$ cat src/rtl/input_debouncer_pkg.sv
// Shared types and defaults for the input debouncer.
// This includes the FSM state encoding and a saturating increment for the glitch counter.
package input_debouncer_pkg;

  localparam int DEFAULT_STABLE_CYCLES = 4;
  localparam int DEFAULT_SYNC_STAGES   = 2;
  localparam logic [7:0] GLITCH_MAX    = 8'hFF;

  typedef enum logic [1:0] {
    S_LOW      = 2'd0,
    S_CHK_HIGH = 2'd1,
    S_HIGH     = 2'd2,
    S_CHK_LOW  = 2'd3
  } state_e;

  function automatic logic [7:0] sat_inc8(input logic [7:0] value);
    return (value == GLITCH_MAX) ? value : value + 8'd1;
  endfunction

endpackage

$ cat src/rtl/input_debouncer_sync_chain.sv
// Multi-flop synchronizer that brings an asynchronous level into the clk domain.
// It resets to 0.
module sync_chain #(
  parameter int STAGES = 2
) (
  input  logic clk,
  input  logic rst,
  input  logic d,
  output logic q
);

  logic [STAGES-1:0] sync_q;

  always_ff @(posedge clk or posedge rst) begin
    if (rst) begin
      sync_q <= '0;
    end else begin
      sync_q <= {sync_q[STAGES-2:0], d};
    end
  end

  assign q = sync_q[STAGES-1];

endmodule

$ cat src/rtl/input_debouncer.sv
// Debounces a raw pin level: synchronize, then require STABLE_CYCLES matching samples
// before dout follows. Rejected candidates are counted in a saturating counter.
module input_debouncer
  import input_debouncer_pkg::*;
#(
  parameter int STABLE_CYCLES = DEFAULT_STABLE_CYCLES,
  parameter int SYNC_STAGES   = DEFAULT_SYNC_STAGES
) (
  input  logic       clk,
  input  logic       rst,
  input  logic       din,
  output logic       dout,
  output logic       busy,
  output logic [7:0] glitch_cnt
);

  localparam int CNT_W = $clog2(STABLE_CYCLES + 1);
  localparam logic [CNT_W-1:0] CNT_ONE  = CNT_W'(1);
  localparam logic [CNT_W-1:0] CNT_LAST = CNT_W'(STABLE_CYCLES - 1);
  localparam bit FAST = (STABLE_CYCLES == 1);

  logic             din_s;
  state_e           state_q, state_d;
  logic [CNT_W-1:0] cnt_q, cnt_d;
  logic             dout_q, dout_d;
  logic             busy_q, busy_d;
  logic [7:0]       glitch_q, glitch_d;

  sync_chain #(
    .STAGES(SYNC_STAGES)
  ) u_sync (
    .clk(clk),
    .rst(rst),
    .d  (din),
    .q  (din_s)
  );

  always_ff @(posedge clk or posedge rst) begin
    if (rst) begin
      state_q  <= S_LOW;
      cnt_q    <= '0;
      dout_q   <= 1'b0;
      busy_q   <= 1'b0;
      glitch_q <= '0;
    end else begin
      state_q  <= state_d;
      cnt_q    <= cnt_d;
      dout_q   <= dout_d;
      busy_q   <= busy_d;
      glitch_q <= glitch_d;
    end
  end

  // With a single required sample the change is accepted on entry to a CHK state,
  // so a CHK state then only decides whether the input stayed or flipped again.
  always_comb begin
    state_d  = state_q;
    cnt_d    = cnt_q;
    dout_d   = dout_q;
    glitch_d = glitch_q;
    case (state_q)
      S_LOW: begin
        if (din_s) begin
          state_d = S_CHK_HIGH;
          cnt_d   = CNT_ONE;
          if (FAST) dout_d = 1'b1;
        end
      end
      S_HIGH: begin
        if (!din_s) begin
          state_d = S_CHK_LOW;
          cnt_d   = CNT_ONE;
          if (FAST) dout_d = 1'b0;
        end
      end
      S_CHK_HIGH, S_CHK_LOW: begin
        if (FAST) begin
          if (din_s == dout_q) begin
            state_d = dout_q ? S_HIGH : S_LOW;
            cnt_d   = '0;
          end else begin
            state_d = din_s ? S_CHK_HIGH : S_CHK_LOW;
            cnt_d   = CNT_ONE;
            dout_d  = din_s;
          end
        end else if (din_s == dout_q) begin
          state_d  = (state_q == S_CHK_HIGH) ? S_LOW : S_HIGH;
          cnt_d    = '0;
          glitch_d = sat_inc8(glitch_q);
        end else if (cnt_q == CNT_LAST) begin
          state_d = (state_q == S_CHK_HIGH) ? S_HIGH : S_LOW;
          cnt_d   = '0;
          dout_d  = ~dout_q;
        end else begin
          cnt_d = cnt_q + CNT_ONE;
        end
      end
      default: begin
        state_d = S_LOW;
        cnt_d   = '0;
      end
    endcase
    busy_d = (state_d == S_CHK_HIGH) || (state_d == S_CHK_LOW);
  end

  assign dout       = dout_q;
  assign busy       = busy_q;
  assign glitch_cnt = glitch_q;

endmodule

$ cat config.mk
export PLATFORM = sky130hd
export DESIGN_NAME = input_debouncer
export DESIGN_NICKNAME = d
export VERILOG_FILES = /design/src/rtl/input_debouncer_pkg.sv /design/src/rtl/input_debouncer_sync_chain.sv /design/src/rtl/input_debouncer.sv
export SDC_FILE = /design/constraint.sdc
export NUM_CORES = 1
export LEC_CHECK = 0
export ABC_AREA = 1
export CAP_MARGIN = 40
export CORE_MARGIN = 2
export CORE_UTILIZATION = 40
export DETAILED_ROUTE_END_ITERATION = 7
export GPL_TIMING_DRIVEN = 0
export PLACE_DENSITY = 0.71
export SYNTH_ARGS = -nofsm -noshare
export SYNTH_HDL_FRONTEND = slang
export SYNTH_HIERARCHICAL = 1
export SYNTH_SLANG_ARGS = --single-unit
$ cat constraint.sdc
create_clock -name clk -period 2.45 [get_ports clk]
set_input_delay 0.49 -clock clk [delete_from_list [all_inputs] [get_ports clk]]
set_output_delay 0.49 -clock clk [all_outputs]
set_load 0.005 [all_outputs]
==> results of run 1 <==
-- final cells by class --
type,instances,share of cell area [%]
clock buffer,3,2.03
inverter,16,5.41
timing repair buffer,12,10.8
sequential,17,38.3
tap,28,3.16
clock inverter,1,0.451
buffer,1,0.676
multi-input combinational,83,39.1
-- sequential cells by signal (all words and copies together), names as in the netlist --
register / flops
busy: 1
cnt_q: 3
u_sync/sync_q: 2
state_q: 2
dout: 1
glitch_cnt: 8
-- layout by cell type, fill, tap and decap left out, drive strengths merged, types with 3 or more instances in the layout --
master,count
xor2,3
clkbuf,3
nand2,48
o21ai,6
dfrtp,17
nand3,6
inv,15
nor2,10
clkdlybuf4s50,12
-- kinds of logic after synthesis --
| group | synth area share, % |
|---|---|
| buffers and inverters | 7.29 |
| XOR/XNOR | 3.78 |
| flip-flops | 45.9 |
| AO/OA/AOI/OAI | 5.94 |
| AND/OR/NAND/NOR | 34.4 |
| adder cells (fa/ha/maj) | 2.70 |
-- final timing paths --
kind                                  start          endpoint  cells after the start
setup reg to reg              glitch_cnt[0]     glitch_cnt[2]                      6
min in group asynchronous               rst  u_sync/sync_q[1]                      2
max in group asynchronous               rst        state_q[1]                      2
hold reg to reg            u_sync/sync_q[0]  u_sync/sync_q[1]                      0
setup / recovery              glitch_cnt[2]     glitch_cnt[2]                      1
hold / removal             u_sync/sync_q[0]  u_sync/sync_q[1]                      0
-- power groups by stage --
stage	sequential, mW	combinational (mW)	clock (mW)
after floorplan	0.427	0.285	0
after global placement	0.430	0.421	0
after detailed placement	0.433	0.440	0
after CTS	0.428	0.441	0.152
after global routing	0.441	0.499	0.168
final	0.427	0.438	0.144
-- routing by layer --
metal	up-vias	part of all wire [%]	track usage (%)	wire length [um]
met3	5	4.1	4.31	68
met5	-	0	0	0
li1	394	-	-	-
met4	0	2.2	7.69	36
met1	359	48	20.0	795
met2	14	46	22.6	769
==> results by stage, run 1 <==
Run status:
- The run finished with clean final reports.

Finish:
- The number of antenna diodes in the final layout is 0.
- Counting the fill cells in the layout gives around 210.
- Of the cells placed in the final design, the portion with a size suffix greater than 1 is 12.0%.
- The footprint of the multi-input gates is 434 um2.
- The net count reported at finish is approximately 140.
- The area occupied by registers is between 400 and 500 um2.
- The final design area excluding fillers is 1110 um2.
- The count of cells in the finished layout, fillers not included, comes to 161.
- The synthesis-to-finish area growth is 19.7%.
- For this run, the share of the core covered by cells in the final layout is 50.2%.

Power and ir drop:
- Of the total power, registers draw 42.3%.
- The switching share of total power is 38.7%.
- The analysis attributes to net switching a power of 391 uW.
- The maximum vdd ir drop is 0.563 mV.
- Per report_power, the clock group accounts for between 10% and 20% of the total.
- Summing internal, switching and leakage power gives a little over 1 mW.
- The leakage power summed over all cells is 0.542 nW.
- The cell area power density is just over 900 nW/um2.
- The cell-internal power is 618 uW.
- Combinational logic is responsible for 43.4% of the overall power.

Yosys:
- The post-synthesis cell type with the largest combined area is dfrtp_1.
- The total of warnings raised by yosys is 6.
- Among all cell types in the netlist, the one instantiated most often is nand2_1.
- The top cell type by area accounts for 45.9% of the synthesized area.
- The distinct cell type count after synthesis is 23.
- In the synthesized netlist the async set-or-reset flop fraction comes to 100%.
- The most frequently used flop master after synthesis is dfrtp_1.
- After synthesis, the most frequently instantiated cells are nand2_1, dfrtp_1, inv_1, nor2_1, nand3_1.
- The average size of a mapped cell is 7.92 um2.
- The cell area after synthesis is 927 um2.
- In this run, synthesis inferred 0 flip-flops with an integrated enable.
- The register bit total from synthesis is 17.
- The number of nets handed over by synthesis was 122.
- The sequential share of the synthesized area is 45.9%.
- In the post-synthesis netlist, the biggest area contributors are dfrtp_1, nand2_1, inv_1.
- The synthesized netlist cell count is 117.

Detailed routing:
- After detailed routing, the total wire length is 1670 um.
- The detailed router placed slightly below 800 vias in this run.
- After detailed routing, the number of vias per cell comes to 4.80.
- The first-pass iteration count of the detailed router is 4.
- In this run, the number of DRC markers left after iteration 0 of detailed routing was 16.
- In the routed design, unresolved DRC markers number 0.
- The wire length per cell after detailed routing is approximately 10 um.
- The post-route antenna net violation count is 0.

Timing:
- The total setup violations reported at the end of the flow is 0.
- The actual transition at the worst max-transition pin is 0.568 ns.
- The max-slew violation count is 0.
- The worst slew margin relative to its limit is 62.1%.
- Across the routed clock network, the largest skew measured is approximately 0.0016 ns.
- The hold violation total from the final report was 0.
- Setup repair after global routing left no endpoint under its margin.
- Setup slack on the critical path of the routed design comes to 0.639 ns.
- The worst path uses 73.9% of the clock period.
- The final period demand of the worst path is 1.81 ns.
- Final hold analysis gives a worst-case slack of 0.365 ns.
- The setup TNS is 0 ns.
- Timing would allow up to about 550 MHz.

Clocking:
- Counting the buffers created by CTS gives 3.
- The number of buffers on the longest clock path is 2.
- Clock latency on the worst-skew pair, taken at its later pin, is 0.29 ns.
- CTS built an H-tree with a depth of 1.
- After clock tree synthesis, the repair step resized 0 gates.
- The number of buffers inserted to repair setup after CTS is 0.
- The sink count of the clock tree is 17.
- The CTS tree is built.
- The root buffer selected by CTS is clkbuf_4.
- The number of hold buffers added after cts is 0.
- After clock tree synthesis, the clock-pin slew on the worst setup and hold paths is 0.09 ns.

Die:
- The initial utilization of the core area, before any placement, comes to 41.9%.
- The overall die height is 52.1 um.
- The number of top-level design ports is 13.
- The die outline width is 52.1 um.
- The floorplan has 17 rows.
- The die outline area is 2720 um2.
- The area of the core region is 2210 um2.

Setup path:
- The delay contributed by the slowest stage of the critical path is about 0.55 ns.
- Data on the critical path arrives at its endpoint at 1.32 ns.
- The path type of the worst setup path is flip-flop to primary output.
- The setup slack on the worst flop-to-flop path is ~1.1 ns.
- The biggest fanout along the worst timing path is 7.
- The critical path's top delay family is buffers and inverters.
- Traced cell by cell, the critical path runs through clkdlybuf4s50_1.
- The nature of the critical path startpoint is a flip-flop.
- The slowest cell on the critical path is clkdlybuf4s50_1.
- The number of buffers and inverters on the critical path is 1.
- Data on the critical path is required at its endpoint by 1.96 ns.
- The worst setup path is captured at a primary output.

GRT:
- The initial antenna violation count was 0.
- The via count of the first global-routing pass came to 700.
- The pin count of the biggest net entering global routing is 16.
- In the global route stage, overall resource usage came out at 15.2%.
- Summed over all layers, the global routing overflow is 0.
- The wire length of the first global-routing pass is around 3000 um.

Run:
- The tool flagged a number of max-cap violations equal to 0.

Placed design:
- The count of buffers added on input and output ports is 12.
- The pre-CTS worst setup slack is 0.954 ns.
- Including well taps, the total number of placed cells is 157.
- In this run the cell area measured after placement is about 1100 um2.
- The wire-length estimate of the detail-placed layout is 1270 um.
- At the end of routability-driven placement, the weighted congestion stood at 0.778.

Worst hold path:
- The tightest min-delay check is of the flip-flop to flip-flop type.
Note: power is estimated with default switching activity, not from simulation.
==> inputs of run 2 (changes only) <==
- PLACE_DENSITY: 0.71 -> 0.73
- clock period: 2.45 -> 1.5 ns (I/O delays scaled with it)
==> run 2 against run 1 <==
Against the previous run: setup slack got worse by 0.59 ns; worst hold slack got worse by 0.20 ns; cell area rose by 7.8%; global-route usage rose by 1.5 points; combinational power rose by 84%; clock skew rose by 0.0065 ns; register-to-register slack got worse by 1.0 ns; critical path depth did not move; first-iteration DRC count fell by 6.3%; cell count rose by 6.2%; power rose by 70%; die area did not move; critical endpoint is now glitch_cnt[5].
==> results by stage, run 2 (synthesis gave the netlist of run 1 again) <==
Clocking:
- The root buffer cell chosen for the clock tree is clkbuf_4.
- The number of buffers on the longest clock path is 2.
- In this run, post-CTS hold repair placed 0 buffers.
- The number of buffers inserted during clock tree synthesis is 3.
- For this design, the sink count on the clock tree is 17.
- The deepest level of the CTS H-tree is 1.
- The CTS tree is built.
- After clock tree synthesis, the clock-pin slew on the worst setup and hold paths is 0.11 ns.
- The clock latency reported for the late side of the worst-skew pair is 0.29 ns.

Worst hold path:
- The tightest min-delay check is of the primary input to async pin type.

Timing:
- The max-slew violation count is 0.
- The final clock skew is around 0.008 ns.
- The actual transition at the worst max-transition pin is 0.585 ns.
- The final period demand of the worst path is 1.45 ns.
- The hold violation total from the final report is 0.
- Static timing analysis puts the maximum clock frequency at roughly 690 MHz.
- The final worst-path cycle share is 96.8%.
- Setup violations remaining at the end of the flow were counted as 0.
- The worst slew margin relative to its limit is 60.9%.

Detailed routing:
- The post-route antenna net violation count is 0.
- The via count normalized by instance count is 4.71.
- The count of routing violations after the opening detailed-route iteration is 15.
- The routed layout has between 800 and 900 vias.
- In the routed design, unresolved DRC markers number 0.
- The wire length per cell after detailed routing is around 11 um.
- The first-pass iteration count of the detailed router is 4.
- The routed design has 1830 um of wire.

Finish:
- Across the whole layout, storage elements account for 428 um2.
- The multi-input combinational cells in the finished layout cover a total of 434 um2.
- Cells fill between 50% and 60% of the core in the end.
- Of the cells placed in the final design, the portion with a size suffix greater than 1 is 19.6%.
- The layout has ~220 filler cells.
- The total inserted antenna cells is 0.
- After routing the design area is about 1200 um2.
- The net count reported at finish is 149.
- Leaving out fill and tap cells, the most frequent cell in the layout is nand2_1.
- The register with the most flip-flops in the layout has 8 of them.
- In the layout the commonest cells are nand2_1, dfrtp_1, inv_1, buf_4.
- The non-filler instance count after layout is 171.
- The synthesis-to-finish area growth is 29.0%.

GRT:
- The total overflow reported by the global router is 0.
- The wire length of the first global-routing pass is around 3300 um.
- The initial antenna violation count is 0.
- The overall fraction of global-route tracks in use is 16.6%.
- The via count of the first global-routing pass is approximately 800.
- The pin count of the biggest net entering global routing is 16.

Setup path:
- The path type of the worst setup path is flip-flop to primary output.
- Data on the critical path arrives at its endpoint at 1.15 ns.
- Traced cell by cell, the critical path runs through clkdlybuf4s50_1.
- In this run the worst path has a maximum fanout of 2.
- The slowest cell on the critical path is clkdlybuf4s50_1.
- For this run, the slowest stage of the critical path takes 0.50 ns.
- The nature of the critical path startpoint is a flip-flop.
- On the critical path the largest part of the delay comes from buffers and inverters.
- The type of destination of the critical path is a primary output.
- Counting both buffers and inverters, the worst setup path holds a total of 1.
- The data required time at the worst endpoint is 1.20 ns.

Die:
- The floorplan step set the die height to 52.1 um.
- The starting density of the core is 41.9%.
- The die is approximately 52 um wide.
- During I/O placement, the number of pins put on the boundary was 13.
- The die covers 2720 um2.
- In this run the core area contains 17 standard-cell rows.
- The area of the core region is 2210 um2.

Placed design:
- The sum of net half-perimeters after detailed placement is roughly 1200 um.
- The placement-stage cell area is between 1000 and 1500 um2.
- The placer's final routability congestion estimate is 0.763.
- The count of buffers added on input and output ports is 12.
- In this run, placement finished with an instance count of 157.

Power and ir drop:
- The cell area power density is 1440 nW/um2.
- The leakage power summed over all cells is 0.661 nW.
- Across the VDD grid, the largest voltage drop is 0.714 mV.

Run status:
- The flow ran to the end, and the final reports show no timing, DRC or antenna violations.

Run:
- The tool flagged a number of max-cap violations equal to 0.
## run 2: changes by cell type in the layout (fill, tap and decap cells not counted), sizes merged
cell           before  now
buf                 1   11
clkdlybuf4s50      12    7
dlygate4sd2         0    1
dlymetal6s2s        0    4
## run 2: worst paths after layout
check / from / to / slack [ns] / depth (start not counted)
setup / recovery: glitch_cnt[5] / glitch_cnt[5] / 0.05 / 1
hold / removal: rst / u_sync/sync_q[0] / 0.17 / 2
setup reg to reg: glitch_cnt[0] / glitch_cnt[4] / 0.13 / 7
hold reg to reg: u_sync/sync_q[0] / u_sync/sync_q[1] / 0.36 / 0
max in group asynchronous: rst / glitch_cnt[3] / 0.70 / 2
min in group clk: u_sync/sync_q[0] / u_sync/sync_q[1] / 0.36 / 0
## run 2: where the power goes
group          internal (mW)  switching (mW)
clock                 0.0990           0.148
sequential             0.586          0.0775
combinational          0.372           0.435
total                   1.06           0.661
## run 2: per-stage QoR
step / total power, mW / setup TNS (ns) / hold slack (ns) / setup WS [ns]
finish: 1.72 / 0 / 0.168 / 0.0475
global route: 1.89 / -0.00101 / 0.162 / -0.00101
CTS: 1.74 / 0 / 0.163 / 0.0137
detailed placement: 1.42 / 0 / 0.335 / 0.181
global placement: 1.39 / 0 / 0.333 / 0.199
floorplan: 1.16 / 0 / 0.0412 / 0.349
## run 2: area by class of cell
type / instances / share of cell area [%]
Tap cell: 28 / 2.93
Multi-Input combinational cell: 83 / 36.3
Timing Repair Buffer: 22 / 17.1
Inverter: 16 / 5.02
Buffer: 1 / 0.628
Clock inverter: 1 / 0.418
Clock buffer: 3 / 1.88
Sequential cell: 17 / 35.8
## run 2: worst register-to-register path, delay by kind of cell (launching register included)
kind          cells  cell delay, ns
fa+ha+maj         1            0.24
buf+inv           1            0.14
simple gates      5            0.54
flops             1            0.39
## run 2: metal layers
metal,GRT usage [%],vias up,wire length [um]
li1,-,413,-
met1,19.9,376,822
met2,29.1,15,932
met3,2.59,2,53
met4,7.69,0,25
met5,0,-,0
## run 2: repair_timing
item                       in CTS  in global routing
setup endpoints to repair       9                  5
buffers inserted                8                  2
resized for setup               3                  4
cloned                          0                  0
